`config.mk`:
```
export PLATFORM = sky130hd
export DESIGN_NAME = i2c_msg_scheduler
export DESIGN_NICKNAME = d
export VERILOG_FILES = /design/src/rtl/i2c_sched_pkg.sv /design/src/rtl/i2c_msg_scheduler_rr_pick.sv /design/src/rtl/i2c_msg_scheduler.sv
export SDC_FILE = /design/constraint.sdc
export NUM_CORES = 1
export LEC_CHECK = 0
export ABC_AREA = 1
export CORE_UTILIZATION = 50
export CTS_BUF_LIST = sky130_fd_sc_hd__clkbuf_8 sky130_fd_sc_hd__clkbuf_16
export DETAILED_ROUTE_END_ITERATION = 10
export PLACE_DENSITY = 0.75
export REMOVE_ABC_BUFFERS = 1
export SETUP_SLACK_MARGIN = 0.4
export SYNTH_ARGS = -nofsm -noshare
export SYNTH_HDL_FRONTEND = slang
export SYNTH_HIERARCHICAL = 1
export SYNTH_SLANG_ARGS = --single-unit
export TNS_END_PERCENT = 20
```
`constraint.sdc`:
```
create_clock -name clk -period 1.9 [get_ports clk]
set_input_delay 0.285 -clock clk [delete_from_list [all_inputs] [get_ports clk]]
set_output_delay 0.285 -clock clk [all_outputs]
set_load 0.02 [all_outputs]
```
`src/rtl/i2c_sched_pkg.sv`:
```
// ---------------------------------------------------------------------------
// i2c_sched_pkg
// Shared types and defaults for the I2C message scheduler.
//   sched_state_t       : scheduler FSM states (IDLE, WAIT_DONE, GAP)
//   DEF_GAP_CYCLES      : default guard gap after a transaction (3 ms @ 100 MHz)
//   DEF_TIMEOUT_CYCLES  : default wait limit for i2c_done (100 ms @ 100 MHz)
//   cnt_width()         : width of the shared WAIT_DONE/GAP cycle counter
// ---------------------------------------------------------------------------
package i2c_sched_pkg;

    typedef enum logic [1:0] {
        IDLE      = 2'd0,
        WAIT_DONE = 2'd1,
        GAP       = 2'd2
    } sched_state_t;

    localparam int unsigned DEF_GAP_CYCLES     = 300_000;
    localparam int unsigned DEF_TIMEOUT_CYCLES = 10_000_000;

    // One counter serves both waiting states, so it must hold the larger limit.
    function automatic int unsigned cnt_width(input int unsigned gap_cycles,
                                              input int unsigned timeout_cycles);
        int unsigned max_cycles;
        max_cycles = (gap_cycles > timeout_cycles) ? gap_cycles : timeout_cycles;
        return $clog2(max_cycles + 1);
    endfunction

endpackage

```
`src/rtl/i2c_msg_scheduler_rr_pick.sv`:
```
// ---------------------------------------------------------------------------
// rr_pick
// Combinational round-robin arbiter: finds the first set bit of `pending`
// starting at index `ptr` and wrapping modulo NUM_REQ.
//   pending : request vector (NUM_REQ bits)
//   ptr     : highest-priority index for this search
//   valid   : at least one pending bit is set
//   winner  : index of the selected requester (0 when !valid)
// ---------------------------------------------------------------------------
module rr_pick #(
    parameter  int unsigned NUM_REQ = 3,
    localparam int unsigned IDX_W   = $clog2(NUM_REQ)
) (
    input  logic [NUM_REQ-1:0] pending,
    input  logic [IDX_W-1:0]   ptr,
    output logic               valid,
    output logic [IDX_W-1:0]   winner
);

    always_comb begin
        int idx;
        // NOTE: every output of a combinational block gets a default first,
        // so no path through the block can leave it unassigned (no latch).
        valid  = 1'b0;
        winner = '0;
        idx    = 0;
        for (int k = 0; k < int'(NUM_REQ); k++) begin
            // ptr + k is below 2*NUM_REQ, so one conditional subtract wraps it.
            idx = int'(ptr) + k;
            if (idx >= int'(NUM_REQ)) begin
                idx = idx - int'(NUM_REQ);
            end
            if (!valid && pending[idx[IDX_W-1:0]]) begin
                valid  = 1'b1;
                winner = idx[IDX_W-1:0];
            end
        end
    end

endmodule

```
`src/rtl/i2c_msg_scheduler.sv`:
```
// ---------------------------------------------------------------------------
// i2c_msg_scheduler
// Shares one I2C display master among NUM_REQ message sources. Request pulses
// and payloads are latched, granted round-robin one at a time, and each
// transaction is followed by a guard gap of GAP_CYCLES idle cycles.
//   clk, rst_n  : clock, asynchronous active-low reset
//   req         : per-requester 1-clk request pulse
//   req_data    : payloads, slice i belongs to req[i]
//   i2c_done    : master completion pulse (ignored outside WAIT_DONE)
//   err_clr     : clears timeout_err (a coincident new timeout wins)
//   i2c_start   : 1-clk launch pulse to the master
//   i2c_data    : granted payload, held until the next grant
//   i2c_src     : granted requester index, held until the next grant
//   busy        : FSM not in IDLE
//   pending     : latched, not-yet-issued requests
//   served      : 1-clk pulse for the requester whose transaction ended
//   timeout_err : sticky flag, set when i2c_done never arrived
// ---------------------------------------------------------------------------
module i2c_msg_scheduler
    import i2c_sched_pkg::*;
#(
    parameter  int unsigned NUM_REQ        = 3,
    parameter  int unsigned DATA_W         = 8,
    parameter  int unsigned GAP_CYCLES     = DEF_GAP_CYCLES,
    parameter  int unsigned TIMEOUT_CYCLES = DEF_TIMEOUT_CYCLES,
    localparam int unsigned IDX_W          = $clog2(NUM_REQ)
) (
    input  logic                      clk,
    input  logic                      rst_n,
    input  logic [NUM_REQ-1:0]        req,
    input  logic [NUM_REQ*DATA_W-1:0] req_data,
    input  logic                      i2c_done,
    input  logic                      err_clr,
    output logic                      i2c_start,
    output logic [DATA_W-1:0]         i2c_data,
    output logic [IDX_W-1:0]          i2c_src,
    output logic                      busy,
    output logic [NUM_REQ-1:0]        pending,
    output logic [NUM_REQ-1:0]        served,
    output logic                      timeout_err
);

    localparam int unsigned CNT_W = cnt_width(GAP_CYCLES, TIMEOUT_CYCLES);

    sched_state_t      state;
    sched_state_t      state_nxt;
    logic [CNT_W-1:0]  cnt;
    logic [IDX_W-1:0]  ptr;
    logic [IDX_W-1:0]  pick_idx;
    logic              pick_valid;
    logic              cnt_at_tmo;
    logic              cnt_at_gap;
    logic              grant;
    logic              txn_end;
    logic              tmo_hit;
    logic [DATA_W-1:0] payload [NUM_REQ];

    rr_pick #(
        .NUM_REQ (NUM_REQ)
    ) u_rr_pick (
        .pending (pending),
        .ptr     (ptr),
        .valid   (pick_valid),
        .winner  (pick_idx)
    );

    assign cnt_at_tmo = (cnt == CNT_W'(TIMEOUT_CYCLES - 1));
    assign cnt_at_gap = (cnt == CNT_W'(GAP_CYCLES - 1));

    // ---------------- state register ----------------
    always_ff @(posedge clk or negedge rst_n) begin
        // NOTE: clocked state uses non-blocking assignments so every register
        // samples pre-edge values regardless of block evaluation order.
        if (!rst_n) begin
            state <= IDLE;
        end else begin
            state <= state_nxt;
        end
    end

    // ---------------- next-state logic ----------------
    always_comb begin
        state_nxt = state;
        case (state)
            IDLE:      if (pick_valid)             state_nxt = WAIT_DONE;
            WAIT_DONE: if (i2c_done || cnt_at_tmo) state_nxt = GAP;
            GAP:       if (cnt_at_gap)             state_nxt = IDLE;
            default:                               state_nxt = IDLE;
        endcase
    end

    // ---------------- output / event decode ----------------
    always_comb begin
        grant   = 1'b0;
        txn_end = 1'b0;
        tmo_hit = 1'b0;
        busy    = (state != IDLE);
        case (state)
            IDLE:      grant = pick_valid;
            WAIT_DONE: begin
                txn_end = i2c_done || cnt_at_tmo;
                // done in the final cycle still counts as a clean completion
                tmo_hit = cnt_at_tmo && !i2c_done;
            end
            default: ;
        endcase
    end

    // Shared cycle counter: zero on every state entry, idle in IDLE.
    always_ff @(posedge clk or negedge rst_n) begin
        if (!rst_n) begin
            cnt <= '0;
        end else if ((state_nxt != state) || (state == IDLE)) begin
            cnt <= '0;
        end else begin
            cnt <= cnt + 1'b1;
        end
    end

    // Request capture and round-robin pointer. The set is written after the
    // grant clear so a request arriving on its own grant edge stays pending.
    always_ff @(posedge clk or negedge rst_n) begin
        if (!rst_n) begin
            pending <= '0;
            ptr     <= '0;
            // NOTE: the payload array is cleared on reset as well, so a
            // grant can never expose stale data from before the reset.
            for (int i = 0; i < int'(NUM_REQ); i++) begin
                payload[i] <= '0;
            end
        end else begin
            if (grant) begin
                pending[pick_idx] <= 1'b0;
                ptr <= (pick_idx == IDX_W'(NUM_REQ - 1)) ? '0 : pick_idx + 1'b1;
            end
            for (int i = 0; i < int'(NUM_REQ); i++) begin
                if (req[i]) begin
                    pending[i] <= 1'b1;
                    payload[i] <= req_data[i*DATA_W +: DATA_W];
                end
            end
        end
    end

    // Master-facing registers and status flags.
    always_ff @(posedge clk or negedge rst_n) begin
        if (!rst_n) begin
            i2c_start   <= 1'b0;
            i2c_data    <= '0;
            i2c_src     <= '0;
            served      <= '0;
            timeout_err <= 1'b0;
        end else begin
            i2c_start <= grant;
            served    <= '0;
            if (grant) begin
                i2c_data <= payload[pick_idx];
                i2c_src  <= pick_idx;
            end
            if (txn_end) begin
                served[i2c_src] <= 1'b1;
            end
            if (tmo_hit) begin
                timeout_err <= 1'b1;
            end else if (err_clr) begin
                timeout_err <= 1'b0;
            end
        end
    end

endmodule

```
* Word-level counts from Yosys, hierarchy flattened
Index checks and enable logic that the tools add are counted.
Cells by class: add/subtract/negate cells 7, order comparisons 11, eq/ne operators 6, muxes and demuxes 38, bitwise operators 3, reductions and logical operators 16
Operators with widths (count):
- 24-bit by 1-bit adder with 24-bit output (second input constant) | 1
- 24-bit by 19-bit == test with 1-bit output (second input constant) | 1
- 24-bit == test (second input constant) | 1
- 24-bit two-way mux | 1
- 2-bit two-way mux | 10
- 8-bit binary-select mux with 2-bit select | 1
- 1-bit two-way mux | 16
- 8-bit two-way mux | 2
- 2-bit by 3-bit less-than comparator with 1-bit output (second input constant) | 5
- 2-bit nonzero test | 5
- 1-bit binary-select mux with 2-bit select | 3
- 3-bit by 2-bit >= comparator with 1-bit output (second input constant) | 2
- 3-bit two-way mux | 2
- 2-bit case mux with 3 select lines | 1
- 1-bit logical AND | 5
- 1-bit demux with 2-bit select | 2
- 2-bit == test (second input constant) | 2
- 2-bit by 1-bit >= comparator with 1-bit output (second input constant) | 2
- 2-bit by 1-bit subtractor with 2-bit output (second input constant) | 2
- 2-bit by 1-bit adder with 3-bit output (second input constant) | 1
- 2-bit by 2-bit adder with 3-bit output (second input constant) | 1
- 3-bit AND | 1
- 3-bit >= comparator (second input constant) | 1
- 1-bit zero test | 3
- other kinds (9) | 10
Storage, ports and cells: register bits after elaboration 70, input port bits 31, output and inout bits 19, logic and storage cells 95

* Depth between registers and ports, before layout
depth after elaboration 19, gate-level depth with buffers 15, depth with buffers taken out 15

* Cells and area by module
Netlist, hierarchy kept.
By module, submodules not included:
- i2c_msg_scheduler | instances 1, cells an instance 394, area each 3402.0 µm², sequential area each 1751.7 µm²
- rr_pick | instances 1, cells an instance 51, area each 240.2 µm², sequential area each 0.0 µm²

* Worst setup path after synthesis
OpenSTA, ideal clock, no wires.
path type register to register, start point reg ptr[0], end point reg i2c_data[0], setup time 0.091 ns, arrival time 1.910 ns, required time 1.809 ns, path slack -0.102 ns, cell stages (with the launch flop) 16, buffers on the path 0, clock period less this slack 2.002 ns, cells stage by stage dfrtp_1 -> inv_1 -> ha_1 -> inv_2 -> nand2_1 -> nand3_1 -> nand2_1 -> nand2_1 -> inv_1 -> nand3_1 -> nand2_1 -> inv_1 -> nand2_1 -> nor2_1 -> a22oi_1 -> o221ai_1
Between the ends: word-level cells in the longest chain between the ends 15, elaborated cells on any way between the ends 32, those cells by class 5 x add/sub; 3 x order compare; 19 x mux; 1 x bitwise; 4 x reduce/logical
Ends and longest elaborated chain:
- from (decl) | line i2c_msg_scheduler.sv:48 | logic [IDX_W-1:0] ptr;
- from (signal assigned) | line i2c_msg_scheduler.sv:134 | ptr <= (pick_idx == IDX_W'(NUM_REQ - 1)) ? '0 : pick_idx + 1'b1;
- branches (longest 10 deep; another with 2-bit by 1-bit adder with 3-bit output)
- 2-bit two-way mux * | line i2c_msg_scheduler_rr_pick.sv:33 | if (!valid && pending[idx[IDX_W-1:0]]) begin
- named net pick_idx[0] | line i2c_msg_scheduler.sv:49 | logic [IDX_W-1:0] pick_idx;
- 2-bit inverter with 3-bit output (implied by the code) * | line i2c_msg_scheduler.sv:157 | i2c_data <= payload[pick_idx];
- 8-bit binary-select mux with 2-bit select * | line i2c_msg_scheduler.sv:157
- 8-bit two-way mux (implied by the code) * (2 in series) | line i2c_msg_scheduler.sv:157
- to (signal assigned) | line i2c_msg_scheduler.sv:157
- to (decl) | line i2c_msg_scheduler.sv:35 | output logic [DATA_W-1:0] i2c_data,
Mark *: on every way through the listed nets, which the timed path passes. The select of a mux whose other input is x is not followed. A chain may end at the register's enable or synchronous reset.

* Final worst setup path
start point reg ptr[0], end point reg i2c_data[1]
Same word-level chain as after synthesis.

==> results by stage <==
Synthesis:
- In this run the cell area of the synthesized design comes to 3640 um2.
- The synthesized area per cell is 8.18 um2.
- The number of distinct library cell variants in the gate-level netlist after synthesis is 31.
- The part of the Yosys area used for sequential elements is between 40% and 50%.
- The number of standard cells after synthesis is 445.
- By count the netlist is led by nand2_1 (126), dfrtp_1 (70), inv_1 (56).
- By instance count, the leading cell after synthesis is nand2_1.
- The commonest register cell after synthesis is dfrtp_1.
- The largest area contributor in the netlist is dfrtp_1.
- The proportion of register bits with asynchronous set or reset after synthesis is 100%.
- Counting flops with a built-in enable in the synthesized netlist gives 0.
- The share of synthesized area in the top cell type comes to 48.1%.
- By area the synthesized netlist is led by dfrtp_1 (48%), nand2_1 (13%), inv_1 (5.8%), nor2_1 (5.0%), mux2_2 (3.1%).
- The post-synthesis register bit count is 70.
- The warning count from the yosys run is 6.

Setup path:
- Walking the worst path, the cells encountered are inv_2 -> ha_4 -> nor2_1 -> nand2_1 -> nand2_1 -> nand3_1 -> nand2_1 -> inv_1 -> nand2_2 -> inv_2 -> nand2_2 -> nor2_4 -> buf_6 -> a22oi_2 -> o221ai_4.
- On the critical path the largest part of the delay comes from simple AND/OR/NAND/NOR gates.
- The highest net fanout along the worst path is 6.
- At the worst endpoint, the arrival time is about 2400 ps.
- The delay of the slowest cell on the worst path is 400 ps.
- The worst setup path category is reg -> reg.
- STA classifies the critical path startpoint as a flip-flop.
- The worst setup path is captured at a flip-flop.
- In this run the number of cells on the critical path is 15.
- The data required time at the worst endpoint is roughly 2100 ps.
- The highest-delay cell along the critical path is dfrtp_1.
- The most prevalent standard cell on the critical path is nand2_1.
- The reg-to-reg endpoint is i2c_data[1].
- The launch point of the worst path is ptr[0].
- Measured in cells, the most critical reg-to-reg path has a length of 15.
- The startpoint identified for the worst register-to-register timing path is ptr[0].
- For flop-to-flop paths, the worst setup slack is -280 ps.
- The critical path contains buffers and inverters numbering 4 combined.

Clocking:
- The clock-pin slew reported for the worst setup and hold paths after clock tree synthesis is around 90 ps.
- The worst-skew pair later-pin latency is ~360 ps.
- CTS saw 70 sinks.
- Clock tree synthesis inserted a total of 9 buffers.
- The clock tree from TritonCTS is yes.
- The H-tree was split into 3 levels.
- The library cell used as clock root buffer is clkbuf_8.
- The deepest clock path buffer count is 2.

Power and ir drop:
- The total power is between 6000 and 7000 uW.
- In this run the power density over the cells is ~1300 nW/um2.
- Across the VDD grid, the largest voltage drop is 579 uV.
- The leakage dissipation is 0.00223 uW.

Flow run:
- The number of max-capacitance violations reported is 0.

Die:
- In this run the core area contains 30 standard-cell rows.
- The die is 87.4 um wide.
- After floorplanning, the core was sized to cover 6910 um2.
- The die footprint is 7630 um2.
- The vertical extent of the die is a little under 90 um.
- The initial utilization of the core area, before any placement, comes to between 50% and 60%.
- During I/O placement, the number of pins put on the boundary was 50.

Drt:
- The detailed router placed 3351 vias in this run.
- The residual antenna-violating net count after detailed routing is 0.
- After detailed routing, the number of vias per cell comes to 5.33.
- Wires add up to 9530 um.
- Dividing the detail-routed wire length by the instance count gives about 15 um.
- The number of detailed-routing iterations run before antenna repair is 7.
- The number of DRC violations after detailed-routing iteration 0 is between 200 and 250.
- The post-detailed-route DRC marker count is 0.

Timing:
- Setup violations remaining at the end of the flow were counted as 15.
- For the finished layout, the period the worst path requires is 2180 ps.
- Of the available clock period, the critical path in the final layout requires 115%.
- The hold violation total from the final report is 0.
- The post-route worst setup slack is -283 ps.
- The max-slew headroom at the worst pin is 68.8%.
- The final count of pins violating max slew is 0.
- The maximum clock skew at final layout is roughly 11 ps.
- The final hold slack is 360 ps.
- For this run, the top clock speed supported by timing is 458 MHz.
- The pin slew with the least headroom to its limit is roughly 470 ps.
- Setup repair after global routing could not meet its margin everywhere.

Placed design:
- The final weighted congestion in routability-driven placement is slightly above 0.9.
- In this run the tool buffered the top-level ports with 49 buffer cells.
- Once placement completed, the tool counted placed cells totaling 603.
- The cell area after placement is roughly 4400 um2.
- The total half-perimeter wirelength after legalization and detailed placement is 6180 um.
- Prior to clock tree synthesis, the placed netlist has a worst setup slack of -341 ps.

Global routing:
- The maximum number of pins on one net before global-route repair is 58.
- The total overflow left after global routing is 0.
- The initial antenna violation count came to 0.
- The first global-routing pass estimated 15200 um of wire.
- The total routing resource utilization after global routing is 26.2%.
- The via count of the first global-routing pass came to 3204.

Status:
- The flow ran to the end, but the final reports show violations.
- The checks that failed: negative setup slack.

Finish:
- Counting the fill cells in the layout gives 517.
- The cell area after layout is between 5000 and 6000 um2.
- The share of layout cells above drive strength 1 is 31.5%.
- From synthesis to final layout, the design area changed by 37.7%.
- The number of cells in the finished layout apart from fillers is 629.
- At the end of the flow, the number of nets in the layout was between 500 and 600.
- 0 antenna diodes ended up in the layout.

Hold path:
- The worst hold path belongs to the class in -> async.
==> routing by layer <==
metal  routed length [um]  global-route usage, %
met1                 4230                   35.4
met2                 4590                   42.1
met3                  441                   3.51
met4                  266                   11.5
met5                    0                      0
==> sequential cells by signal, indices dropped and copies added (netlist names) <==
signal / flops
cnt: 24
i2c_data: 8
i2c_src: 2
i2c_start: 1
payload: 24
pending: 3
ptr: 2
served: 3
state: 2
timeout_err: 1
==> layout by cell type, fill, tap and decap left out, types with 2 or more instances in the layout <==
master,netlist,routed
clkdlybuf4s50_1,0,29
inv_4,0,2
o21bai_1,2,2
buf_6,4,9
mux2_2,10,10
nor2_2,4,8
dfrtp_2,0,7
dfrtp_1,70,63
nand3_2,3,6
o21ai_1,0,3
inv_1,56,47
buf_2,0,2
buf_4,0,18
inv_6,0,2
a22oi_2,0,5
xor2_1,7,7
dlygate4sd2_1,0,18
nand2_4,1,5
o221ai_2,0,6
a21o_1,2,2
a21oi_2,4,22
nor2_1,49,42
nand4_1,2,2
nand2_2,5,21
clkbuf_8,0,9
nand3_4,2,4
a22oi_1,7,2
o21ai_0,20,17
nand3_1,20,15
clkinv_4,0,2
buf_12,0,2
nor2_4,3,6
ha_4,0,4
xnor2_1,4,4
inv_2,4,11
inv_8,0,2
nand2_1,126,106
==> power by group <==
part	switching (uW)	leakage, uW	internal, uW	total [uW]
combinational	1900	0.00126	1440	3340
sequential	215	0.000881	1750	1970
clock	659	0.0000943	505	1160
==> final cells by class <==
type	instances	area [um2]	area share [%]
sequential	70	1760	35.1
timing repair buffer	80	756	15.1
clock buffer	9	124	2.47
tap	96	120	2.40
inverter	60	230	4.59
clock inverter	7	65.1	1.30
multi-input combinational	307	1960	39.1
==> per-stage QoR <==
stage               setup TNS (ps)  utilization, %
CTS                          -1260            70.2
detailed placement           -3240            63.3
floorplan                    -1950               -
global placement             -1310            63.3
global route                 -3800            72.6
finish                       -2490            72.6
==> cell families (layout without fill, tap and decap cells) <==
logic type	after synthesis	in the layout	synth area share (%)
AOI/OAI and AO/OA	65	65	11.0
buffers and inverters	68	156	7.83
muxes	10	10	3.09
xor gates and xnor gates	11	11	2.65
DFF	70	70	48.1
adders and majority gates	4	4	1.37
and+or+nand+nor	217	217	26.0
==> timing repair <==
item | CTS | global route
gates cloned | 1 | 0
hold buffers | 1 | 0
pin swaps | 46 | 40
gates resized for setup | 92 | 44
endpoints found under the hold margin | 13 | 0
endpoints found under the setup margin | 64 | 44
setup buffers | 6 | 2
==> how the worst max path moves through the flow <==
stage | to | slack (ps)
after floorplan | pending[1] | -190
after global placement | pending[0] | -150
after detailed placement | i2c_data[1] | -340
after CTS | i2c_data[6] | -140
after global routing | i2c_data[1] | -330
final | i2c_data[1] | -280
Power figures use the tool's default switching activity.
